## src/rtl/pwm_regs_multi_if.sv

```systemverilog
// Byte-wide register access bus between the SPI/decoder side and pwm_regs_multi.
interface pwm_regs_multi_if #(
  parameter int ADDR_W = 8
);
  logic              read;
  logic              write;
  logic [ADDR_W-1:0] addr;
  logic [7:0]        data_write;
  logic [7:0]        data_read;

  modport master (output read, write, addr, data_write, input data_read);
  modport slave  (input read, write, addr, data_write, output data_read);
endinterface

```

## src/rtl/pwm_regs_multi.sv

```systemverilog
// Multi-channel PWM register bank with double-buffered timing registers.
// Optional write lock at 0x0E enabled by defining PWM_REGS_WLOCK_EN.
module pwm_regs_multi #(
  parameter int CHANNELS  = 4,
  parameter int COUNTER_W = 16,
  parameter int ADDR_W    = 8
) (
  input  logic                            clk,
  input  logic                            rst,
  pwm_regs_multi_if.slave                 bus,
  input  logic                            period_evt,
  input  logic [COUNTER_W-1:0]            counter_val,
  output logic [COUNTER_W-1:0]            period,
  output logic                            en,
  output logic                            count_reset,
  output logic                            upnotdown,
  output logic [7:0]                      prescale,
  output logic [CHANNELS-1:0]             pwm_en,
  output logic [8*CHANNELS-1:0]           functions,
  output logic [COUNTER_W*CHANNELS-1:0]   compare1,
  output logic [COUNTER_W*CHANNELS-1:0]   compare2
);
  localparam int         NB         = COUNTER_W / 8;
  localparam int         CHW        = ADDR_W - 4;
  localparam logic [3:0] OFF_C1     = 4'd2;
  localparam logic [3:0] OFF_C1_END = 4'(2 + NB);
  localparam logic [3:0] OFF_C2     = 4'd6;
  localparam logic [3:0] OFF_C2_END = 4'(6 + NB);

  logic [3:0]     offset;
  logic [CHW-1:0] page;
  logic           glob_page;
  logic           wr_glob;
  logic           staged_ok;
  logic           glob_staged_wr;
  logic           force_upd;
  logic           commit;
  logic           any_staged_wr;

  logic [COUNTER_W-1:0] period_stg_reg, period_reg;
  logic [7:0]           prescale_stg_reg, prescale_reg;
  logic                 en_reg, upnotdown_reg, count_reset_reg;
  logic                 pending_reg, evt_seen_reg;
  logic [7:0]           data_read_reg;
  logic [7:0]           rd_next;

  logic [CHANNELS-1:0]   ch_hit;
  logic [CHANNELS-1:0]   ch_staged_wr;
  logic [8*CHANNELS-1:0] ch_rdata;

  assign offset    = bus.addr[3:0];
  assign page      = bus.addr[ADDR_W-1:4];
  assign glob_page = (page == '0);
  assign wr_glob   = bus.write && glob_page;

`ifdef PWM_REGS_WLOCK_EN
  logic unlocked_reg;
  assign staged_ok = unlocked_reg;
`else
  assign staged_ok = 1'b1;
`endif

  assign glob_staged_wr = wr_glob && staged_ok && ((offset < 4'(NB)) || (offset == 4'd5));
  assign force_upd      = wr_glob && staged_ok && (offset == 4'd7) && bus.data_write[0];
  // Commit copies the pre-write staging values; a same-cycle write keeps pending set.
  assign commit         = pending_reg && (period_evt || force_upd);
  assign any_staged_wr  = glob_staged_wr || (|ch_staged_wr);

  for (genvar gi = 0; gi < CHANNELS; gi++) begin : g_ch
    logic                 ch_wr;
    logic                 pwm_en_reg;
    logic [7:0]           func_stg_reg, func_reg;
    logic [COUNTER_W-1:0] cmp1_stg_reg, cmp1_reg;
    logic [COUNTER_W-1:0] cmp2_stg_reg, cmp2_reg;
    logic [7:0]           rdata;

    assign ch_hit[gi]       = (page == CHW'(gi + 1));
    assign ch_wr            = bus.write && ch_hit[gi];
    assign ch_staged_wr[gi] = ch_wr && staged_ok &&
                              ((offset == 4'd1) ||
                               (offset >= OFF_C1 && offset < OFF_C1_END) ||
                               (offset >= OFF_C2 && offset < OFF_C2_END));

    always_ff @(posedge clk) begin
      if (rst) begin
        pwm_en_reg   <= 1'b0;
        func_stg_reg <= '0;
        func_reg     <= '0;
        cmp1_stg_reg <= '0;
        cmp1_reg     <= '0;
        cmp2_stg_reg <= '0;
        cmp2_reg     <= '0;
      end else begin
        if (ch_wr && offset == 4'd0) pwm_en_reg <= bus.data_write[0];
        if (ch_wr && staged_ok) begin
          if (offset == 4'd1) func_stg_reg <= bus.data_write;
          for (int i = 0; i < NB; i++) begin
            if (offset == 4'(2 + i)) cmp1_stg_reg[8*i +: 8] <= bus.data_write;
            if (offset == 4'(6 + i)) cmp2_stg_reg[8*i +: 8] <= bus.data_write;
          end
        end
        if (commit) begin
          func_reg <= func_stg_reg;
          cmp1_reg <= cmp1_stg_reg;
          cmp2_reg <= cmp2_stg_reg;
        end
      end
    end

    always_comb begin
      rdata = 8'h00;
      if (offset == 4'd0) rdata = {7'b0, pwm_en_reg};
      if (offset == 4'd1) rdata = func_stg_reg;
      for (int i = 0; i < NB; i++) begin
        if (offset == 4'(2 + i)) rdata = cmp1_stg_reg[8*i +: 8];
        if (offset == 4'(6 + i)) rdata = cmp2_stg_reg[8*i +: 8];
      end
    end

    assign ch_rdata[8*gi +: 8]                = rdata;
    assign pwm_en[gi]                         = pwm_en_reg;
    assign functions[8*gi +: 8]               = func_reg;
    assign compare1[COUNTER_W*gi +: COUNTER_W] = cmp1_reg;
    assign compare2[COUNTER_W*gi +: COUNTER_W] = cmp2_reg;
  end

  always_comb begin
    rd_next = 8'h00;
    if (glob_page) begin
      for (int i = 0; i < NB; i++) begin
        if (offset == 4'(i))     rd_next = period_stg_reg[8*i +: 8];
        if (offset == 4'(8 + i)) rd_next = counter_val[8*i +: 8];
      end
      if (offset == 4'd4) rd_next = {6'b0, upnotdown_reg, en_reg};
      if (offset == 4'd5) rd_next = prescale_stg_reg;
      if (offset == 4'd6) rd_next = {6'b0, evt_seen_reg, pending_reg};
`ifdef PWM_REGS_WLOCK_EN
      if (offset == 4'd14) rd_next = {7'b0, unlocked_reg};
`endif
    end
    for (int c = 0; c < CHANNELS; c++) begin
      if (ch_hit[c]) rd_next = ch_rdata[8*c +: 8];
    end
  end

  always_ff @(posedge clk) begin
    if (rst) begin
      period_stg_reg   <= '0;
      period_reg       <= '0;
      prescale_stg_reg <= '0;
      prescale_reg     <= '0;
      en_reg           <= 1'b0;
      upnotdown_reg    <= 1'b0;
      count_reset_reg  <= 1'b0;
      pending_reg      <= 1'b0;
      evt_seen_reg     <= 1'b0;
      data_read_reg    <= '0;
    end else begin
      count_reset_reg <= wr_glob && (offset == 4'd4) && bus.data_write[2];
      if (wr_glob && offset == 4'd4) begin
        en_reg        <= bus.data_write[0];
        upnotdown_reg <= bus.data_write[1];
      end
      if (wr_glob && staged_ok) begin
        for (int i = 0; i < NB; i++) begin
          if (offset == 4'(i)) period_stg_reg[8*i +: 8] <= bus.data_write;
        end
        if (offset == 4'd5) prescale_stg_reg <= bus.data_write;
      end
      // A new event outranks a simultaneous clear.
      if (period_evt)
        evt_seen_reg <= 1'b1;
      else if (wr_glob && offset == 4'd6 && bus.data_write[1])
        evt_seen_reg <= 1'b0;
      if (any_staged_wr)
        pending_reg <= 1'b1;
      else if (commit)
        pending_reg <= 1'b0;
      if (commit) begin
        period_reg   <= period_stg_reg;
        prescale_reg <= prescale_stg_reg;
      end
      if (bus.read) data_read_reg <= rd_next;
    end
  end

`ifdef PWM_REGS_WLOCK_EN
  always_ff @(posedge clk) begin
    if (rst)
      unlocked_reg <= 1'b0;
    else if (wr_glob && offset == 4'd14)
      unlocked_reg <= (bus.data_write == 8'hA5);
  end
`endif

  assign bus.data_read = data_read_reg;
  assign period        = period_reg;
  assign prescale      = prescale_reg;
  assign en            = en_reg;
  assign upnotdown     = upnotdown_reg;
  assign count_reset   = count_reset_reg;
endmodule

```

## src/flat_wrapper.sv

```systemverilog
// flat-port wrapper written by rule: the top's interface ports become plain ports
module pwm_regs_multi_flat 
#(
  parameter int CHANNELS  = 4,
  parameter int COUNTER_W = 16,
  parameter int ADDR_W    = 8
)
  (clk, rst, period_evt, counter_val, period, en, count_reset, upnotdown, prescale, pwm_en, functions, compare1, compare2, bus_read, bus_write, bus_addr, bus_data_write, bus_data_read);
  pwm_regs_multi_if #(.ADDR_W(ADDR_W)) bus_i ();
  input  logic clk;
  input  logic rst;
  input  logic period_evt;
  input  logic [COUNTER_W-1:0] counter_val;
  output logic [COUNTER_W-1:0] period;
  output logic en;
  output logic count_reset;
  output logic upnotdown;
  output logic [7:0] prescale;
  output logic [CHANNELS-1:0] pwm_en;
  output logic [8*CHANNELS-1:0] functions;
  output logic [COUNTER_W*CHANNELS-1:0] compare1;
  output logic [COUNTER_W*CHANNELS-1:0] compare2;
  input wire logic [$bits(bus_i.read)-1:0] bus_read;
  input wire logic [$bits(bus_i.write)-1:0] bus_write;
  input wire logic [$bits(bus_i.addr)-1:0] bus_addr;
  input wire logic [$bits(bus_i.data_write)-1:0] bus_data_write;
  output wire logic [$bits(bus_i.data_read)-1:0] bus_data_read;
  assign bus_i.read = bus_read;
  assign bus_i.write = bus_write;
  assign bus_i.addr = bus_addr;
  assign bus_i.data_write = bus_data_write;
  assign bus_data_read = bus_i.data_read;
  pwm_regs_multi #(.CHANNELS(CHANNELS), .COUNTER_W(COUNTER_W), .ADDR_W(ADDR_W)) u_core (.clk(clk), .rst(rst), .bus(bus_i), .period_evt(period_evt), .counter_val(counter_val), .period(period), .en(en), .count_reset(count_reset), .upnotdown(upnotdown), .prescale(prescale), .pwm_en(pwm_en), .functions(functions), .compare1(compare1), .compare2(compare2));
endmodule
```

## config.mk

```make
export PLATFORM = sky130hd
export DESIGN_NAME = pwm_regs_multi_flat
export DESIGN_NICKNAME = d
export VERILOG_FILES = /design/src/rtl/pwm_regs_multi_if.sv /design/src/rtl/pwm_regs_multi.sv /design/src/flat_wrapper.sv
export SDC_FILE = /design/constraint.sdc
export NUM_CORES = 1
export LEC_CHECK = 0
export BUFFER_PORTS_ARGS = -buffer_cell sky130_fd_sc_hd__buf_4
export CORE_ASPECT_RATIO = 0.8
export CORE_UTILIZATION = 40
export CTS_CLUSTER_SIZE = 8
export DETAILED_ROUTE_END_ITERATION = 8
export PLACE_DENSITY = 0.66
export SETUP_SLACK_MARGIN = 0.4
export SLEW_MARGIN = 10
export SYNTH_ARGS = -nofsm -noshare
export SYNTH_HDL_FRONTEND = slang
export SYNTH_SLANG_ARGS = --single-unit
```

## constraint.sdc

```tcl
create_clock -name clk -period 2.2 [get_ports clk]
set_input_delay 0.11 -clock clk [delete_from_list [all_inputs] [get_ports clk]]
set_output_delay 0.11 -clock clk [all_outputs]
set_load 0.02 [all_outputs]
```

==> run metrics <==
status=finished clean; adder-cell share of the synthesized area=0; min-delay src=bus_data_write[3]; Worst R2R End=u_core.bus.data_read[1]$_SDFFE_PP0P_; Global Route met1 Usage=0.419; ranking of synthesized cells by instance count=nand2_1, dfxtp_1, a21oi_1; Hold Path Stages=3; RSZ-0062 raised after global routing=no; number of DRC markers in iteration 0=between 1.5k and 2k; cells after synthesis=between 1.5k and 2k; Port Buf Inserts=approximately 240; post-cts resize count=0; via count=15.3k; # nets final=2197; Critical Path RT=around 2700 ps; ys flop type=dfxtp_1; xor and xnor area share after synthesis=0.000556; FF-to-FF path depth=5; number of routed nets with antenna violations=0; pwr dens=about 770 nW/um^2; top cells by area, synth=dfxtp_1, nand2_1, a21oi_1; top-count cell post-synth=nand2_1; Final Hold Viols=0; Yosys reg bits=just under 400; Inserted Clock Buffers=54; Worst Hold Path EP=u_core.g_ch[3].func_stg_reg[3]$_SDFFE_PP0P_; fmax=0.564 GHz; cell taking the most area after synthesis=dfxtp_1; Critical Path Start=u_core.period_stg_reg[1]$_SDFFE_PP0P_; initial antenna violation count=1; Compound-Gate Fraction of Synth Area=0.157; CTS root buffer=clkbuf_16; largest net degree at the start of global routing=99; Final Util=0.513; CTS Sinks=between 300 and 400; row cnt=64; CP max FO=3; Worst IR Drop VDD=between 0.0004 and 0.0005 V; drt first pass iters=6; CTS tree=yes; FILL cells=roughly 3.7k; die height=approximately 180 um; Die ar.=40200 um^2; CP Class=reg2reg; main combinational cell family by area after synthesis=simple AND/OR/NAND/NOR gates; mux cell area share after synthesis=0.0808; clk buf depth=3; Slew @ Worst Pin=between 600 and 700 ps; post-synthesis simple-gate area fraction=0.225; Design Power=approximately 15 mW; Synth Area per Inst=8.08 um^2; global-route wire length before repair=88000 um; clk_lat worst skew=between 500 and 600 ps; global route overflow=0; crit start category=flop; Worst-path clk slew=60 ps; Hold Crit Class=in2reg; routed length per instance=around 22 um; Leak=7.63 nW; crit end category=flop; Slew Viols, Final=0; met3 GRT Util=0.0541; Starting Density=0.409; Post-synth ARST share=0; area of the multi-input gates=around 7300 um^2; Fin Clk Skew=17.6 ps; number of global-route vias before repair=~14k; Max Cap Viol=0; grt peak-use layer=met1; Routed WL=58500 um; via density per instance=around 5.7; Final min period=1770 ps; DR DRC count=0; top-level port count=roughly 240; met2 GRT Util=0.406; Fin Setup TNS=0 ps; FF-to-FF Start=u_core.period_stg_reg[1]$_SDFFE_PP0P_; Core ar.=about 39000 um^2; reg-to-reg slack, setup=between 400 and 500 ps; post-synthesis sequential area ratio=0.489; share of the synthesized area in the top cell type=0.489; setup violators final=0; Final Cycle Share=0.806; Ys Warns=0; Cell Area, Synth=~16000 um^2; Post-synth EDFFs=0; share of layout cells above drive strength 1=0.189; H-tree Lvls=2; post-synth cell types=70; GPL Wtd Cong=0.975; Chip Width=between 200 and 250 um; CP Data Arrival Time=roughly 2200 ps; storage element area=~7700 um^2; syn nets=1986; Area growth syn-to-layout=25.5%; HPWL Detailed=about 40000 um; gr usage total=0.283; Worst slew margin=0.553
[report_power, final]
| part | switching, mW | internal, mW | leakage (nW) |
|---|---|---|---|
| logic | 0.538 | 0.228 | 3.83 |
| clock network | 2.92 | 4.49 | 0.705 |
| registers | 0.0167 | 7.00 | 3.10 |
| total | 3.48 | 11.7 | 7.63 |
[cell families after synthesis]
family | after synthesis
compound gates | 438
flops | 385
buf+inv | 170
mux | 123
xor+xnor | 1
simple gates | 832
[worst max-delay path by stage]
stage / slack, ps / endpoint / cells past startpoint
global placement: 70 / u_core.bus.data_read[5]$_SDFFE_PP0P_ / 7
finish: 430 / u_core.bus.data_read[1]$_SDFFE_PP0P_ / 5
detailed placement: 50 / u_core.g_ch[2].cmp1_reg[9]$_SDFFE_PP0P_ / 7
global route: 400 / u_core.bus.data_read[5]$_SDFFE_PP0P_ / 5
CTS: 480 / u_core.bus.data_read[1]$_SDFFE_PP0P_ / 5
floorplan: 480 / u_core.g_ch[1].cmp2_stg_reg[8]$_SDFFE_PP0P_ / 7
[routing by layer]
layer / routed length [um] / part of all wire
met5: 0 / 0
met4: 1680 / 0.029
met3: 5110 / 0.087
met1: 27000 / 0.46
met2: 24700 / 0.42
[layout by cell type (no fill, tap or decap), types with 10 or more instances in the layout]
cell type / synthesis / routed
nand2_1: 541 / 541
dfxtp_1: 385 / 385
a21oi_1: 320 / 320
buf_4: 7 / 297
nand3_1: 125 / 125
mux2i_1: 108 / 108
nor2_1: 98 / 97
clkbuf_16: 0 / 57
o21ai_0: 28 / 28
a22oi_1: 17 / 17
buf_12: 0 / 14
mux2_2: 13 / 13
nor3_1: 12 / 12
o221ai_1: 10 / 10
[cell type report]
| type | instances | share of cell area |
|---|---|---|
| sequential | 385 | 0.390 |
| multi-input combinational | 1394 | 0.370 |
| timing repair buffer | 321 | 0.132 |
| clock buffer | 59 | 0.0726 |
| tap | 528 | 0.0334 |
| inverter | 4 | 0.000760 |
| clock inverter | 1 | 0.000380 |
| antenna | 1 | 0.000127 |
[through the flow]
stage               hold WS [ps]  setup WS, ps  std cells  area, um^2
finish                      36.9           427       2693       19800
global route                24.8           404       2693       19800
CTS                         7.16           479       2692       19800
detailed placement           361          48.5       2623       18200
global placement             359          67.0       2623       18200
floorplan                    227           478       1949       15800
[repair_timing]
action,in CTS,in global routing
endpoints found under the hold margin,73,0
hold buffers,9,0
setup buffers,0,0
[worst max-delay path, stage by stage (launching register included)]
cell and delay (ps):
dfxtp_1 330, mux4_2 540, nand2_1 120, o21ai_0 110
a311oi_1 420, a31oi_1 140
Power figures use the tool's default switching activity.
